$ cat src/rtl/seg_scan_ctrl.sv
// Two-digit seven-segment scan scheduler: time-shares one hex decoder between
// both digits, inserts dark gaps between digits and snapshots both values per frame.
module seg_scan_ctrl #(
   parameter int DWELL_CYC = 24000,
   parameter int BLANK_CYC = 240,
   parameter int CNT_W     = 16
) (
   input  logic       clk,
   input  logic       reset,
   input  logic       en,
   input  logic [3:0] dig0_val,
   input  logic [3:0] dig1_val,
   output logic [3:0] nib_out,
   output logic       sel,
   output logic [1:0] an_n,
   output logic       frame_tick
);

   typedef enum logic [2:0] {IDLE, SHOW0, GAP0, SHOW1, GAP1} state_t;

   localparam bit             HAS_GAP    = (BLANK_CYC > 0);
   localparam logic [CNT_W-1:0] DWELL_LAST = CNT_W'(DWELL_CYC - 1);
   localparam logic [CNT_W-1:0] BLANK_LAST = HAS_GAP ? CNT_W'(BLANK_CYC - 1) : '0;

   state_t           state;
   logic [CNT_W-1:0] cnt;
   logic [3:0]       shadow0;
   logic [3:0]       shadow1;

   // NOTE: every register here is state, so all assignments are non-blocking.
   always_ff @(posedge clk or posedge reset) begin
      if (reset) begin
         state      <= IDLE;
         cnt        <= '0;
         shadow0    <= 4'h0;
         shadow1    <= 4'h0;
         nib_out    <= 4'h0;
         sel        <= 1'b0;
         an_n       <= 2'b11;
         frame_tick <= 1'b0;
      end else begin
         frame_tick <= 1'b0;
         cnt        <= cnt + CNT_W'(1);
         if (state != IDLE && !en) begin
            // Abandon the partial frame; shadows keep their last snapshot.
            state <= IDLE;
            cnt   <= '0;
            an_n  <= 2'b11;
            sel   <= 1'b0;
         end else begin
            case (state)
               IDLE: begin
                  cnt <= '0;
                  if (en) begin
                     shadow0 <= dig0_val;
                     shadow1 <= dig1_val;
                     nib_out <= dig0_val;
                     sel     <= 1'b0;
                     if (HAS_GAP) begin
                        state <= GAP1;
                        an_n  <= 2'b11;
                     end else begin
                        state      <= SHOW0;
                        an_n       <= 2'b10;
                        frame_tick <= 1'b1;
                     end
                  end
               end
               SHOW0: begin
                  if (cnt == DWELL_LAST) begin
                     cnt     <= '0;
                     sel     <= 1'b1;
                     nib_out <= shadow1;
                     if (HAS_GAP) begin
                        state <= GAP0;
                        an_n  <= 2'b11;
                     end else begin
                        state <= SHOW1;
                        an_n  <= 2'b01;
                     end
                  end
               end
               GAP0: begin
                  if (cnt == BLANK_LAST) begin
                     cnt   <= '0;
                     state <= SHOW1;
                     an_n  <= 2'b01;
                  end
               end
               SHOW1: begin
                  if (cnt == DWELL_LAST) begin
                     // Frame boundary: take a fresh, untorn pair of digit values.
                     cnt     <= '0;
                     shadow0 <= dig0_val;
                     shadow1 <= dig1_val;
                     nib_out <= dig0_val;
                     sel     <= 1'b0;
                     if (HAS_GAP) begin
                        state <= GAP1;
                        an_n  <= 2'b11;
                     end else begin
                        state      <= SHOW0;
                        an_n       <= 2'b10;
                        frame_tick <= 1'b1;
                     end
                  end
               end
               GAP1: begin
                  if (cnt == BLANK_LAST) begin
                     cnt        <= '0;
                     state      <= SHOW0;
                     an_n       <= 2'b10;
                     frame_tick <= 1'b1;
                  end
               end
               default: begin
                  state <= IDLE;
                  cnt   <= '0;
                  an_n  <= 2'b11;
                  sel   <= 1'b0;
               end
            endcase
         end
      end
   end

endmodule

$ cat config.mk
export PLATFORM = sky130hd
export DESIGN_NAME = seg_scan_ctrl
export DESIGN_NICKNAME = d
export VERILOG_FILES = /design/src/rtl/seg_scan_ctrl.sv
export SDC_FILE = /design/constraint.sdc
export NUM_CORES = 1
export LEC_CHECK = 0
export CELL_PAD_IN_SITES_DETAIL_PLACEMENT = 0
export CELL_PAD_IN_SITES_GLOBAL_PLACEMENT = 1
export CORE_MARGIN = 2
export CORE_UTILIZATION = 35
export CTS_BUF_LIST = sky130_fd_sc_hd__clkbuf_16
export DETAILED_ROUTE_END_ITERATION = 6
export GPL_TIMING_DRIVEN = 1
export PLACE_DENSITY = 0.73
export SETUP_SLACK_MARGIN = 0.05
export SYNTH_ARGS = -nofsm -noshare
export SYNTH_HDL_FRONTEND = slang
export SYNTH_SLANG_ARGS = --single-unit
$ cat constraint.sdc
create_clock -name clk -period 4.9 [get_ports clk]
set_input_delay 0.98 -clock clk [delete_from_list [all_inputs] [get_ports clk]]
set_output_delay 0.98 -clock clk [all_outputs]
set_load 0.05 [all_outputs]
==> flow_metrics.tcl, run 1 <==
set metrics [dict create \
    outcome "finished clean" \
    setup_viol 0 \
    synthTopCellsByArea "dfrtp_1 (39%), nor2_1 (4.2%), xor2_1 (4.2%)" \
    io_pins 19 \
    crit_path_top_delay_cell "clkdlybuf4s50_1" \
    initial_core_util 0.365 \
    antenna_found_initial 0 \
    cts_buffers 5 \
    end_kind "flop" \
    worstSetupStartpointType "input pin" \
    cts-root-buf "clkbuf_16" \
    seq_area_um2 778 \
    dieHeight_um 76.9 \
    grt_max_degree 32 \
    cts_resized 0 \
    synth_most_common_cell "dfrtp_1" \
    cts_max_level 2 \
    syn_to_final_growth_pct 17.1 \
    cts_tree "done" \
    synth_common_cells "dfrtp_1 (29), nor2_1 (21), a21oi_1 (10)" \
    ys_seq_area_frac 0.418 \
    via_per_inst 5.14 \
    wl_per_cell_um 13.5 \
    antenna_left 0 \
    worst-path-max-fanout 13 \
    synth_top_area_cell "dfrtp_1" \
    cp.required_ns 5.05 \
    die_width_um 76.9 \
    routed_wl_um 3590 \
    hold_slack_ns 0.461 \
    synth_cell_type_count 51 \
    n_fill_cell 510 \
    num_rows 26 \
    synth_flop_cell "dfrtp_1" \
    numClockSinks 31 \
    slowest_delay_ns 0.69 \
    syn_inst 179 \
    final_util 0.427 \
    tightest_slew_ns 0.596 \
    worst-endpoint-arrival_ns 2.84 \
    drc 0 \
    powerDensity_nw_per_um2 292 \
    clk_pin_slew_ns 0.05 \
    slew_headroom 0.602 \
    post_route_cells_drive_above_1_share 0.169 \
    synth_async_sr_flop_share 1.00 \
    cp_cell_sequence "clkdlybuf4s50_1, nor2b_1, o211a_4, mux2_4" \
    num-nets-final 206 \
    io_buffers 18 \
    multi_input_area_um2 973 \
    globalplace.congestion 0.754 \
    fmax_ghz 0.372 \
    syn-num-nets 191 \
    tns_ns 0 \
    die-area_um2 5920 \
    vdd_drop_max_uv 182 \
    num_antenna_cells 0 \
    synth-seq-cells 31 \
    num_vias 1363 \
    syn_avg_cell_area_um2 10.4 \
    placedCellCount 257 \
    grt_util_all_layers 0.133 \
    first_global_vias 1345 \
    hold_path_class "flop to flop" \
    fin_crit_sh 0.549 \
    synth_top_area_frac 0.390 \
    max-cap-violations 0 \
    fin_worst_skew_ns 0.00342 \
    yosys_warnings 0 \
    rsz0062_at_grt "false" \
    grt_pass1_wl_um 6350 \
    final_cells 265 \
    slew_violations 0 \
    dpl.hpwl_um 2520 \
    netlist_area_um2 1860 \
    grt_overflow_total 0 \
    drt-pass1-iter-count 4 \
    post_cts_buffers 0 \
    synth_edf_count 0 \
    drt_iter0_drc 35 \
    fp.coreArea_um2 5110 \
    finalHoldViolations 0 \
    p_leak_nw 0.888 \
    clkLatencyLatePin_ns 0.27 \
    period_minus_slack_ns 2.69 \
    postCtsHoldBufs 0 \
    timing_worst_setup_path_type "input pin to flop" \
    clk_path_buf_depth 2 \
]
## layout make-up
cell class                      count  share of cell area
Tap cell                           70              0.0402
Multi-Input combinational cell    133               0.447
Timing Repair Buffer               19              0.0861
Inverter                            4             0.00689
Clock buffer                        5              0.0574
Sequential cell                    31               0.357
Clock inverter                      3             0.00574
## per-layer routing
layer  up-vias  share of wire  track usage
li1        680              -            -
met1       659           0.49        0.167
met2        19           0.46        0.219
met3         5          0.038       0.0353
met4         0         0.0095       0.0491
met5         -              0            0
## critical path, delay by kind of cell
family                 cells  cell delay [ns]
AOI/OAI and AO/OA          1             0.31
buffers and inverters      1             0.69
muxes                      1             0.30
and+or+nand+nor            1             0.55
## logic make-up (layout without fill, tap and decap cells)
family | count (synthesis) | after routing | share of synthesized area
simple gates | 79 | 79 | 0.257
compound gates | 32 | 32 | 0.139
flops | 31 | 31 | 0.418
buf+inv | 15 | 31 | 0.0591
xor+xnor | 11 | 11 | 0.0518
mux | 10 | 10 | 0.0679
fa+ha+maj | 1 | 1 | 0.00672
## registers in the layout, summed over array words and instances (netlist names)
name and cells:
sel 1, state 3, cnt 16, nib_out 4, shadow1 4, frame_tick 1
an_n 2
## placed cells by master (no fill, tap or decap), types with 5 or more instances in the layout
cell / Yosys / layout
clkdlybuf4s50_1: 0 / 18
inv_1: 4 / 6
nand2_1: 7 / 7
nand4_1: 6 / 6
mux2_2: 5 / 5
nor2b_1: 6 / 6
a21oi_1: 10 / 10
clkbuf_16: 0 / 5
xor2_1: 9 / 9
nor2_1: 21 / 21
nand3_1: 8 / 8
dfrtp_1: 29 / 29
## through the flow
stage	cell area, um^2	setup WS [ns]	total power [mW]
6_report	2180	2.21	0.636
3_5_place_dp	2040	1.92	0.357
5_1_grt	2180	2.10	0.664
2_1_floorplan	1860	3.05	0.332
4_1_cts	2180	2.21	0.647
3_3_place_gp	2040	1.93	0.356
## power breakdown
group | switching [mW] | total [mW] | internal, mW
combinational | 0.0390 | 0.0752 | 0.0362
sequential | 0.00942 | 0.277 | 0.267
clock | 0.101 | 0.284 | 0.183
## worst paths after layout
kind                       slack, ns                     end              from  cells past startpoint
max                             2.21  nib_out[3]$_DFFE_PP0P_                en                      4
min                             0.46        cnt[0]$_DFF_PP0_  cnt[0]$_DFF_PP0_                      1
max reg2reg                     2.66  shadow1[1]$_DFFE_PP0P_  cnt[0]$_DFF_PP0_                      5
min reg2reg                     0.46        cnt[0]$_DFF_PP0_  cnt[0]$_DFF_PP0_                      1
max in group asynchronous       3.49     an_n[0]$_DFFE_PP1P_             reset                      3
min in group asynchronous       1.08        cnt[1]$_DFF_PP0_             reset                      3
Power figures use the tool's default switching activity.
==> inputs of run 2 (changes only) <==
PLACE_DENSITY = 0.75   (was 0.73)
clock period = 2.2 ns   (was 4.9 ns; I/O delays follow)
==> run 2 against run 1 <==
Die area stayed put. Critical path type is now flop to output port. Routed wire length is 3.5% higher. Final cell count is 2.3% higher. Worst setup slack worse by 2.1 ns. Via count is 3.9% higher. Utilization is 0.86 points higher. Count of clock-buffer cells in the layout stayed put.
==> flow_metrics.tcl, run 2 (same netlist as run 1, synthesis figures left out) <==
set metrics [dict create \
    outcome "finished clean" \
    routed.top_layer "met4" \
    globalplace.congestion 0.778 \
    wl_per_cell_um 13.7 \
    dieHeight_um 76.9 \
    crit_path_top_delay_cell "clkdlybuf4s50_1" \
    cts_tree "done" \
    hold_path_class "flop to flop" \
    clk_path_buf_depth 2 \
    syn_to_final_growth_pct 19.4 \
    die_width_um 76.9 \
    hold_end "cnt[0]$_DFF_PP0_" \
    worstPathBufferInverterCount 1 \
    drt_iter0_drc 67 \
    worst-path-max-fanout 3 \
    final_cells 271 \
    rr_startpoint "cnt[0]$_DFF_PP0_" \
    grt_overflow_total 0 \
    fin_crit_sh 0.933 \
    numClockSinks 31 \
    initial_core_util 0.365 \
    die-area_um2 5920 \
    cp.required_ns 1.76 \
    hold_path_depth 1 \
    antenna_left 0 \
    tightest_slew_ns 0.506 \
    end_kind "output port" \
    grt_util_all_layers 0.136 \
    fp.coreArea_um2 5110 \
    timing.rr.end "shadow1[1]$_DFFE_PP0P_" \
    io_pins 19 \
    timing_worst_setup_path_type "flop to output port" \
    final_util 0.435 \
    num-nets-final 212 \
    p_total_mw 1.42 \
    cts_resized 0 \
    slowest_delay_ns 0.80 \
    num_rows 26 \
    io_buffers 18 \
    worst-endpoint-arrival_ns 1.61 \
    crit_family "buffers and inverters" \
    cts-root-buf "clkbuf_16" \
    num_antenna_cells 0 \
    pre_cts_slack_ns 0.197 \
    postCtsHoldBufs 0 \
    placedCellCount 263 \
    post_route_cells_drive_above_1_share 0.189 \
    first_global_vias 1403 \
    vdd_drop_max_uv 313 \
    setup_viol 0 \
    seq_area_um2 778 \
    antenna_found_initial 0 \
    top_regs "cnt (16), nib_out (4), shadow1 (4)" \
    grt_max_degree 32 \
    wl_met2_um 1680 \
    period_minus_slack_ns 2.05 \
    max_flop_register "cnt" \
    met1Wirelength_um 1860 \
    clkLatencyLatePin_ns 0.27 \
    num_vias 1416 \
    fin_worst_skew_ns 0.00332 \
    slew_violations 0 \
    clk_pin_slew_ns 0.05 \
    multi_input_area_um2 973 \
    cts_buffers 5 \
    worstHoldStart "cnt[0]$_DFF_PP0_" \
    powerDensity_nw_per_um2 639 \
    fmax_ghz 0.487 \
    via_per_inst 5.23 \
    finalWorstSetupSlack_ns 0.148 \
    cts_max_level 2 \
    tns_ns 0 \
    reg2reg_slack_ns 0.24 \
    p_leak_nw 0.914 \
    worstSetupStartpointType "flop" \
    max-cap-violations 0 \
    cp_cell_sequence "clkdlybuf4s50_1" \
    grt_pass1_wl_um 6590 \
    drc 0 \
    rsz0062_at_grt "false" \
    drt-pass1-iter-count 4 \
    wl_met3_um 118 \
    largest_register_ffs 16 \
    layout_common_cells "dfrtp_1 (29), nor2_1 (21), clkdlybuf4s50_1 (18)" \
    routed_wl_um 3710 \
    slew_headroom 0.662 \
    n_fill_cell 503 \
    post_cts_buffers 0 \
    final_common_cell "dfrtp_1" \
    dpl.hpwl_um 2610 \
    rr_worst_depth 5 \
    finalHoldViolations 0 \
]
-- run 2: metal layers --
metal	up-vias	track usage
li1	695	-
met1	690	0.179
met2	24	0.214
met3	7	0.0353
met4	0	0.0491
met5	-	0
-- run 2: area by class of cell --
type,count,share of cell area
multi-input cells,133,0.438
flip-flops and latches,31,0.350
repair buffers,25,0.105
clock buffers,5,0.0563
well taps,70,0.0394
inverters,4,0.00675
clock inverters,3,0.00506
-- run 2: worst max path at each step --
stage / startpoint / endpoint / slack [ns] / depth (start not counted)
finish: an_n[1]$_DFFE_PP1P_ / an_n[1] / 0.15 / 1
global route: an_n[1]$_DFFE_PP1P_ / an_n[1] / 0.11 / 1
CTS: an_n[1]$_DFFE_PP1P_ / an_n[1] / 0.13 / 1
detailed placement: en / an_n[0]$_DFFE_PP1P_ / 0.20 / 5
global placement: en / an_n[0]$_DFFE_PP1P_ / 0.22 / 5
floorplan: cnt[0]$_DFF_PP0_ / nib_out[0]$_DFFE_PP0P_ / 0.37 / 7
-- run 2: metrics by stage --
step / hold slack [ns] / area (um^2)
2_1_floorplan: 0.422 / 1860
3_3_place_gp: 0.435 / 2090
3_5_place_dp: 0.449 / 2090
4_1_cts: 0.456 / 2220
5_1_grt: 0.488 / 2220
6_report: 0.452 / 2220
-- run 2: where the power goes --
group / internal (mW) / switching, mW
Sequential: 0.595 / 0.0210
Clock: 0.406 / 0.228
Combinational: 0.0834 / 0.0881
